--- src/rtl/io_pkg.sv ---
`default_nettype none
// +------------------------------------------------------------------+
// | io_pkg : op_io encodings and sequencer state type                |
// | Rev 1.0                                                          |
// +------------------------------------------------------------------+
package io_pkg;

  localparam logic [1:0] OP_NONE = 2'b00;
  localparam logic [1:0] OP_IN   = 2'b01;
  localparam logic [1:0] OP_OUT  = 2'b10;

  typedef enum logic [2:0] {
    S_IDLE       = 3'd0,
    S_IN_WAIT    = 3'd1,
    S_IN_PRESS   = 3'd2,
    S_IN_RELEASE = 3'd3,
    S_IN_COMMIT  = 3'd4,
    S_OUT_DRIVE  = 3'd5,
    S_OUT_DONE   = 3'd6
  } io_state_t;

  function automatic logic [1:0] op_of_state(input io_state_t s);
    case (s)
      S_IN_WAIT, S_IN_PRESS, S_IN_RELEASE: op_of_state = OP_IN;
      S_OUT_DRIVE:                         op_of_state = OP_OUT;
      default:                             op_of_state = OP_NONE;
    endcase
  endfunction

endpackage
`default_nettype wire

--- src/rtl/io_sequencer_sync_2ff.sv ---
`default_nettype none
// +------------------------------------------------------------------+
// | sync_2ff : two-flop synchroniser with configurable reset value   |
// | Rev 1.0                                                          |
// +------------------------------------------------------------------+
module sync_2ff #(
  parameter int              WIDTH     = 1,
  parameter logic [WIDTH-1:0] RESET_VAL = '1
) (
  input  logic             clk,
  input  logic             rst_n,
  input  logic [WIDTH-1:0] i_async,
  output logic [WIDTH-1:0] o_sync
);

  logic [WIDTH-1:0] r_meta;
  logic [WIDTH-1:0] r_sync;

  always_ff @(posedge clk or negedge rst_n) begin
    if (!rst_n) begin
      r_meta <= RESET_VAL;
      r_sync <= RESET_VAL;
    end else begin
      r_meta <= i_async;
      r_sync <= r_meta;
    end
  end

  assign o_sync = r_sync;

endmodule
`default_nettype wire

--- src/rtl/io_sequencer.sv ---
`default_nettype none
// +------------------------------------------------------------------+
// | io_sequencer : drives op_io for IN/OUT, stalls, commits IN data  |
// | Rev 1.0                                                          |
// +------------------------------------------------------------------+
module io_sequencer
  import io_pkg::*;
#(
  parameter int DATA_WIDTH      = 32,
  parameter int REG_ADDR_WIDTH  = 5,
  parameter int DEBOUNCE_CYCLES = 4,
  parameter int OUT_HOLD        = 2
) (
  input  logic                      clk,
  input  logic                      rst_n,
  input  logic                      i_in_req,
  input  logic                      i_out_req,
  input  logic [REG_ADDR_WIDTH-1:0] i_rd_addr,
  input  logic [DATA_WIDTH-1:0]     i_out_data,
  input  logic [DATA_WIDTH-1:0]     i_sio,
  input  logic                      i_wait_flag,
  output logic [1:0]                o_op_io,
  output logic [DATA_WIDTH-1:0]     o_data_disp,
  output logic                      o_stall,
  output logic                      o_rf_we,
  output logic [REG_ADDR_WIDTH-1:0] o_rf_waddr,
  output logic [DATA_WIDTH-1:0]     o_rf_wdata,
  output logic                      o_proto_err
);

  localparam int C_CNT_MAX = (DEBOUNCE_CYCLES > OUT_HOLD) ? DEBOUNCE_CYCLES : OUT_HOLD;
  localparam int C_CW      = $clog2(C_CNT_MAX + 1);
  localparam logic [C_CW-1:0] C_ONE = C_CW'(1);
  localparam logic [C_CW-1:0] C_DB  = C_CW'(DEBOUNCE_CYCLES);
  localparam logic [C_CW-1:0] C_OH  = C_CW'(OUT_HOLD);

  io_state_t                 r_state, w_next;
  logic [C_CW-1:0]           r_cnt, w_cnt_next, w_cnt_inc;
  logic [1:0]                r_op_io;
  logic [REG_ADDR_WIDTH-1:0] r_addr;
  logic [DATA_WIDTH-1:0]     r_data, r_disp;
  logic                      r_proto_err;
  logic                      w_wait_s, w_capture, w_accept_in, w_accept_out;

  sync_2ff #(.WIDTH(1), .RESET_VAL(1'b1)) u_wait_sync (
    .clk     (clk),
    .rst_n   (rst_n),
    .i_async (i_wait_flag),
    .o_sync  (w_wait_s)
  );

  assign w_cnt_inc = r_cnt + C_ONE;

  always_ff @(posedge clk or negedge rst_n) begin
    if (!rst_n) begin
      r_state     <= S_IDLE;
      r_cnt       <= '0;
      r_op_io     <= OP_NONE;
      r_addr      <= '0;
      r_data      <= '0;
      r_disp      <= '0;
      r_proto_err <= 1'b0;
    end else begin
      r_state     <= w_next;
      r_cnt       <= w_cnt_next;
      // op_io is registered from the next state so it tracks the state with no glitches
      r_op_io     <= op_of_state(w_next);
      r_proto_err <= (r_state == S_IDLE) && i_in_req && i_out_req;
      if (w_accept_in)  r_addr <= i_rd_addr;
      if (w_accept_out) r_disp <= i_out_data;
      if (w_capture)    r_data <= i_sio;
    end
  end

  always_comb begin
    w_next       = r_state;
    w_cnt_next   = r_cnt;
    w_capture    = 1'b0;
    w_accept_in  = 1'b0;
    w_accept_out = 1'b0;
    case (r_state)
      S_IDLE: begin
        w_cnt_next = '0;
        if (i_in_req) begin
          w_next      = S_IN_WAIT;
          w_accept_in = 1'b1;
        end else if (i_out_req) begin
          w_next       = S_OUT_DRIVE;
          w_accept_out = 1'b1;
        end
      end
      S_IN_WAIT: begin
        w_cnt_next = '0;
        if (!w_wait_s) begin
          if (C_DB == C_ONE) begin
            w_next    = S_IN_RELEASE;
            w_capture = 1'b1;
          end else begin
            w_next     = S_IN_PRESS;
            w_cnt_next = C_ONE;
          end
        end
      end
      S_IN_PRESS: begin
        if (w_wait_s) begin
          w_next     = S_IN_WAIT;
          w_cnt_next = '0;
        end else if (w_cnt_inc == C_DB) begin
          w_next     = S_IN_RELEASE;
          w_cnt_next = '0;
          w_capture  = 1'b1;
        end else begin
          w_cnt_next = w_cnt_inc;
        end
      end
      S_IN_RELEASE: begin
        if (!w_wait_s) begin
          w_cnt_next = '0;
        end else if (w_cnt_inc == C_DB) begin
          w_next     = S_IN_COMMIT;
          w_cnt_next = '0;
        end else begin
          w_cnt_next = w_cnt_inc;
        end
      end
      S_IN_COMMIT: w_next = S_IDLE;
      S_OUT_DRIVE: begin
        if (w_cnt_inc == C_OH) begin
          w_next     = S_OUT_DONE;
          w_cnt_next = '0;
        end else begin
          w_cnt_next = w_cnt_inc;
        end
      end
      S_OUT_DONE: w_next = S_IDLE;
      default: begin
        w_next     = S_IDLE;
        w_cnt_next = '0;
      end
    endcase
  end

  // Stall covers the decode cycle too, so the pipeline freezes before the FSM leaves IDLE
  always_comb begin
    o_stall = 1'b0;
    o_rf_we = 1'b0;
    case (r_state)
      S_IDLE:                                           o_stall = i_in_req | i_out_req;
      S_IN_WAIT, S_IN_PRESS, S_IN_RELEASE, S_OUT_DRIVE: o_stall = 1'b1;
      S_IN_COMMIT:                                      o_rf_we = 1'b1;
      default:                                          o_stall = 1'b0;
    endcase
  end

  assign o_op_io     = r_op_io;
  assign o_data_disp = r_disp;
  assign o_rf_waddr  = r_addr;
  assign o_rf_wdata  = r_data;
  assign o_proto_err = r_proto_err;

endmodule
`default_nettype wire

--- config.mk ---
export PLATFORM = sky130hd
export DESIGN_NAME = io_sequencer
export DESIGN_NICKNAME = d
export VERILOG_FILES = /design/src/rtl/io_pkg.sv /design/src/rtl/io_sequencer_sync_2ff.sv /design/src/rtl/io_sequencer.sv
export SDC_FILE = /design/constraint.sdc
export NUM_CORES = 1
export LEC_CHECK = 0
export CAP_MARGIN = 30
export CORE_MARGIN = 3
export CORE_UTILIZATION = 35
export CTS_BUF_LIST = sky130_fd_sc_hd__clkbuf_4 sky130_fd_sc_hd__clkbuf_8 sky130_fd_sc_hd__clkbuf_16
export DETAILED_ROUTE_END_ITERATION = 6
export GPL_TIMING_DRIVEN = 0
export PLACE_DENSITY = 0.66
export SLEW_MARGIN = 20
export SYNTH_ARGS = -nofsm -noshare
export SYNTH_HDL_FRONTEND = slang
export SYNTH_HIERARCHICAL = 1
export SYNTH_SLANG_ARGS = --single-unit
--- constraint.sdc ---
create_clock -name clk -period 2.8 [get_ports clk]
set_input_delay 0.56 -clock clk [delete_from_list [all_inputs] [get_ports clk]]
set_output_delay 0.56 -clock clk [all_outputs]
set_load 0.02 [all_outputs]
# After elaboration in Yosys (flattened, before gate mapping)
# Index checks and enable logic that the tools add are counted.
# classes
add_sub_neg,1
n_mux,26
bitwise,1
reduce_logical,6
eq_ne,12
# op_table
operator,n
3-bit two-way mux,12
3-bit case mux with 5 select lines,2
"3-bit by 2-bit equality test with 1-bit output, second input constant",5
"3-bit equality test, second input constant",5
1-bit two-way mux,10
"3-bit by 1-bit equality test with 1-bit output, second input constant",2
2-bit case mux with 2 select lines,1
4-bit OR reduction,1
"3-bit by 1-bit adder with 3-bit output, second input constant",1
3-bit zero test,1
3-bit OR reduction,1
1-bit logical AND,2
1-bit case mux with 2 select lines,1
2-bit OR reduction,1
1-bit OR,1
# word_totals
input_bits,74
elab_cells,55
reg_bits,80

# Logic depth before layout (Yosys ltp)
# logic_depth
word_depth,8
ltp_mapped,6
ltp_nobuf,6

# By module
# The synthesis kept the hierarchy.
# modules_own_cells
module,area_each_um2,instances,cells_per_inst,seq_area_each_um2
io_sequencer,3324.4,1,219,1951.9
sync_2ff,52.6,1,2,52.6

# Least setup slack after synthesis
# Ideal clock, no wire load.
# synth_path
kind,reg2out
startpoint,register r_state[1]
endpoint,output port o_stall
path_stages_with_launch,4
path_slack_ns,1.111
path_buffers,1
arrival_ns,1.129
cell_sequence,dfrtp_1 > buf_2 > nor3_1 > o21ai_0
# synth_via
elab_chain_len,3
word_cells_on_any_way,7
cone_classes,4 x eq/ne; 1 x mux; 2 x reduce/logical
# synth_lines
item,line,text
from (decl),io_sequencer.sv:37,"io_state_t r_state, w_next;"
from (signal assigned),io_sequencer.sv:64,r_state <= w_next;
3-bit by 1-bit equality test with 1-bit output (tied with other cells),io_sequencer.sv:147,case (r_state)
4-bit OR reduction,io_sequencer.sv:147,
1-bit case mux with 2 select lines *,io_sequencer.sv:147,
to (decl),io_sequencer.sv:24,"output logic o_stall,"
# Every way passes the cells marked *; elsewhere a longest branch is shown, timed or not.

# Worst setup path in the final report
# layout_path
startpoint,input port i_in_req
endpoint,output port o_stall
# layout_via
elab_chain_len,2
# layout_lines
item,line,text
from (decl),io_sequencer.sv:16,"input logic i_in_req,"
1-bit OR,io_sequencer.sv:148,S_IDLE: o_stall = i_in_req | i_out_req;
1-bit case mux with 2 select lines,io_sequencer.sv:147,
# Every way passes these cells.

==> results.json <==
{
  "status": "finished, final reports clean",
  "required_ns": 2.24,
  "grt_first_pass_wirelength_um": 12300,
  "dieArea_um2": 10900,
  "end_kind": "output pin",
  "leakagePower_uw": 0.00231,
  "route.detailed.drc": 0,
  "die_x_um": 104,
  "hold_ws_ns": 0.182,
  "grt_antenna_before_repair": 0,
  "first_pass_iters": 4,
  "nets": 458,
  "root_buffer": "clkbuf_8",
  "die_h_um": 104,
  "critical_path.max_stage_delay_ns": 0.63,
  "final_antenna_net_count": 0,
  "synthesis.area_um2": 3380,
  "hpwl_um": 5380,
  "ys.flop_type": "dfrtp_1",
  "synth_top_cell_by_area": "dfrtp_1",
  "period_minus_slack_ns": 2.50,
  "cts_max_level": 3,
  "hold_class": "in2async",
  "core_um2": 9330,
  "num_rows": 35,
  "cts_hold_buf": 0,
  "initial_utilization_pct": 36.2,
  "cp_slowest_cell": "clkdlybuf4s50_1",
  "slew_headroom_pct": 67.1,
  "fmaxAchievable_ghz": 0.400,
  "ctsResizeCount": 0,
  "ios": 148,
  "clock_latency_ns": 0.33,
  "vias": 2338,
  "ys_top_cells_by_area": "dfrtp_1 (58%), mux2_4 (13%), mux2_2 (13%)",
  "overflow": 0,
  "cts_buffer_depth": 2,
  "synth-edff-count": 0,
  "routed_via_density": 4.56,
  "critical_path_class": "in2out",
  "crit_family": "buffers and inverters",
  "critPathMostFrequentCell": "clkdlybuf4s50_1",
  "setup_tns_ns": 0,
  "clock-sinks": 80,
  "synthTopCellsByCount": "dfrtp_1 (78), mux2_2 (39), mux2_4 (30)",
  "gp_congestion": 0.778,
  "crit_path_max_fanout": 5,
  "finalCritPeriodShare_pct": 89.4,
  "path_cells": "clkdlybuf4s50_1 -> nor3_1 -> o21ai_0 -> clkdlybuf4s50_1",
  "worst-path-buf-inv": 2,
  "drv_slew": 0,
  "maxCapViolCount": 0,
  "synth.most_common_cell": "dfrtp_1",
  "yosys_register_bits": 80,
  "cts_tree": "built",
  "routedWlPerCell_um": 14.2,
  "synth-seq-area-share_pct": 59.4,
  "wl_um": 7300,
  "yosys_warnings": 6,
  "drt_iter0_markers": 154,
  "n_antenna_cell": 0,
  "setup_viol": 0,
  "arrival_ns": 1.94,
  "rsz0062_at_grt": "no",
  "grt_max_degree": 45,
  "tightest_slew_ns": 0.494,
  "portBuffers": 147,
  "grt_pass1_vias": 2428,
  "ir_worst_vdd_mv": 0.524,
  "yosysUniqueCellTypes": 38,
  "async_flop_share_pct": 100,
  "finalHoldViolations": 0,
  "fin_skew_ns": 0.0132,
  "netlist.area_leader.share_pct": 57.8,
  "syn_inst": 221,
  "cts_setup_buffers": 0,
  "drive_gt1_share_pct": 26.8,
  "grtUsageTotal_pct": 13.9,
  "path_clk_slew_ns": 0.08,
  "worstSetupStartpointType": "input port",
  "syn_avg_cell_area_um2": 15.3,
  "cts_inserted_buffers": 9,
  "synthesis.nets": 299,
  "powerDensity_nw_per_um2": 1090,
  "area_growth_pct": 56.1
}
[worst paths after layout]
path	depth (start not counted)	end	slack, ns	from
max in group asynchronous	2	u_wait_sync/o_sync	1.97	rst_n
min in group clk	0	u_wait_sync/o_sync	0.36	u_wait_sync/r_meta
worst max register to register	6	o_op_io[1]	0.96	r_cnt[0]
worst min-delay path	1	o_data_disp[25]	0.18	rst_n
worst max-delay path	4	o_stall	0.30	i_in_req
worst min register to register	0	u_wait_sync/o_sync	0.36	u_wait_sync/r_meta
[worst reg2reg max path, cell delays in order (launching register included)]
cell and delay, ns:
dfrtp_1 0.44, ha_1 0.25, ha_1 0.31, and2_1 0.19
o21ai_0 0.17, nand4_1 0.16, nor3b_1 0.23
[state kept, by name, indices dropped and copies added (netlist names)]
signal	count
o_data_disp	32
o_rf_wdata	32
o_rf_waddr	5
r_cnt	3
r_state	3
o_op_io	2
o_proto_err	1
u_wait_sync/o_sync	1
u_wait_sync/r_meta	1
[area by class of cell]
class	count	area (um2)
Tap cell	129	161
Sequential cell	80	2000
Clock inverter	5	106
Buffer	11	78.8
Timing Repair Buffer	148	1500
Multi-Input combinational cell	124	1270
Clock buffer	10	131
Fill cell	817	4060
Inverter	6	22.5
[per-layer routing]
metal / wire length (um) / GRT usage (%) / up-vias
met5: 0 / 0 / -
met4: 38 / 3.99 / 0
met3: 572 / 5.03 / 3
met2: 3230 / 20.8 / 115
met1: 3460 / 19.1 / 1116
li1: - / - / 1104
[power by group]
group          internal (uW)  switching, uW  leakage, uW  total [uW]
Combinational           1560           1220      0.00124        2780
Clock                    599            402     0.000116        1000
Sequential              1690            293     0.000956        1980
Total                   3850           1920      0.00231        5770
[through the flow]
step | utilization [%] | total power [uW] | cell area, um2 | instances | setup WS, ns
final | 56.5 | 5770 | 5270 | 513 | 0.298
after detailed placement | 54.0 | 4800 | 5030 | 498 | 0.282
after global placement | 53.7 | 4770 | 5010 | 497 | -1.69
after floorplan | - | 3470 | 3380 | 221 | 1.11
after global routing | 56.5 | 6090 | 5270 | 513 | 0.175
after CTS | 56.5 | 5830 | 5270 | 513 | 0.279
[logic make-up (layout without fill, tap and decap cells)]
logic type	count (synthesis)	count (layout)	synth area share, %
AOI/OAI and AO/OA	23	23	4.37
DFF	80	80	59.4
and+or+nand+nor	27	27	5.19
adders and majority gates	4	4	1.48
muxes	69	69	26.3
xor gates and xnor gates	1	1	0.259
buffers and inverters	17	180	3.00
[layout by cell type, fill, tap and decap left out, drive strengths merged]
master,instances
clkinv,1
o22ai,1
a21oi,6
nand2b,3
nor3b,2
a31oi,1
and3,2
nor2b,1
o311a,1
inv,6
a21o,1
and2b,1
ha,4
nor2,4
mux2,69
clkinvlp,1
nand4,2
clkdlybuf4s50,146
dfrtp,78
nand3,2
and2,2
a32oi,1
a211o,1
buf,12
a211oi,2
bufinv,3
nor3,4
a31o,1
o21ai,6
o211ai,1
o311ai,1
clkbuf,11
and3b,1
nand3b,1
xor2,1
nand2,2
dfstp,2
No activity file was read; power rests on OpenSTA's default activity.
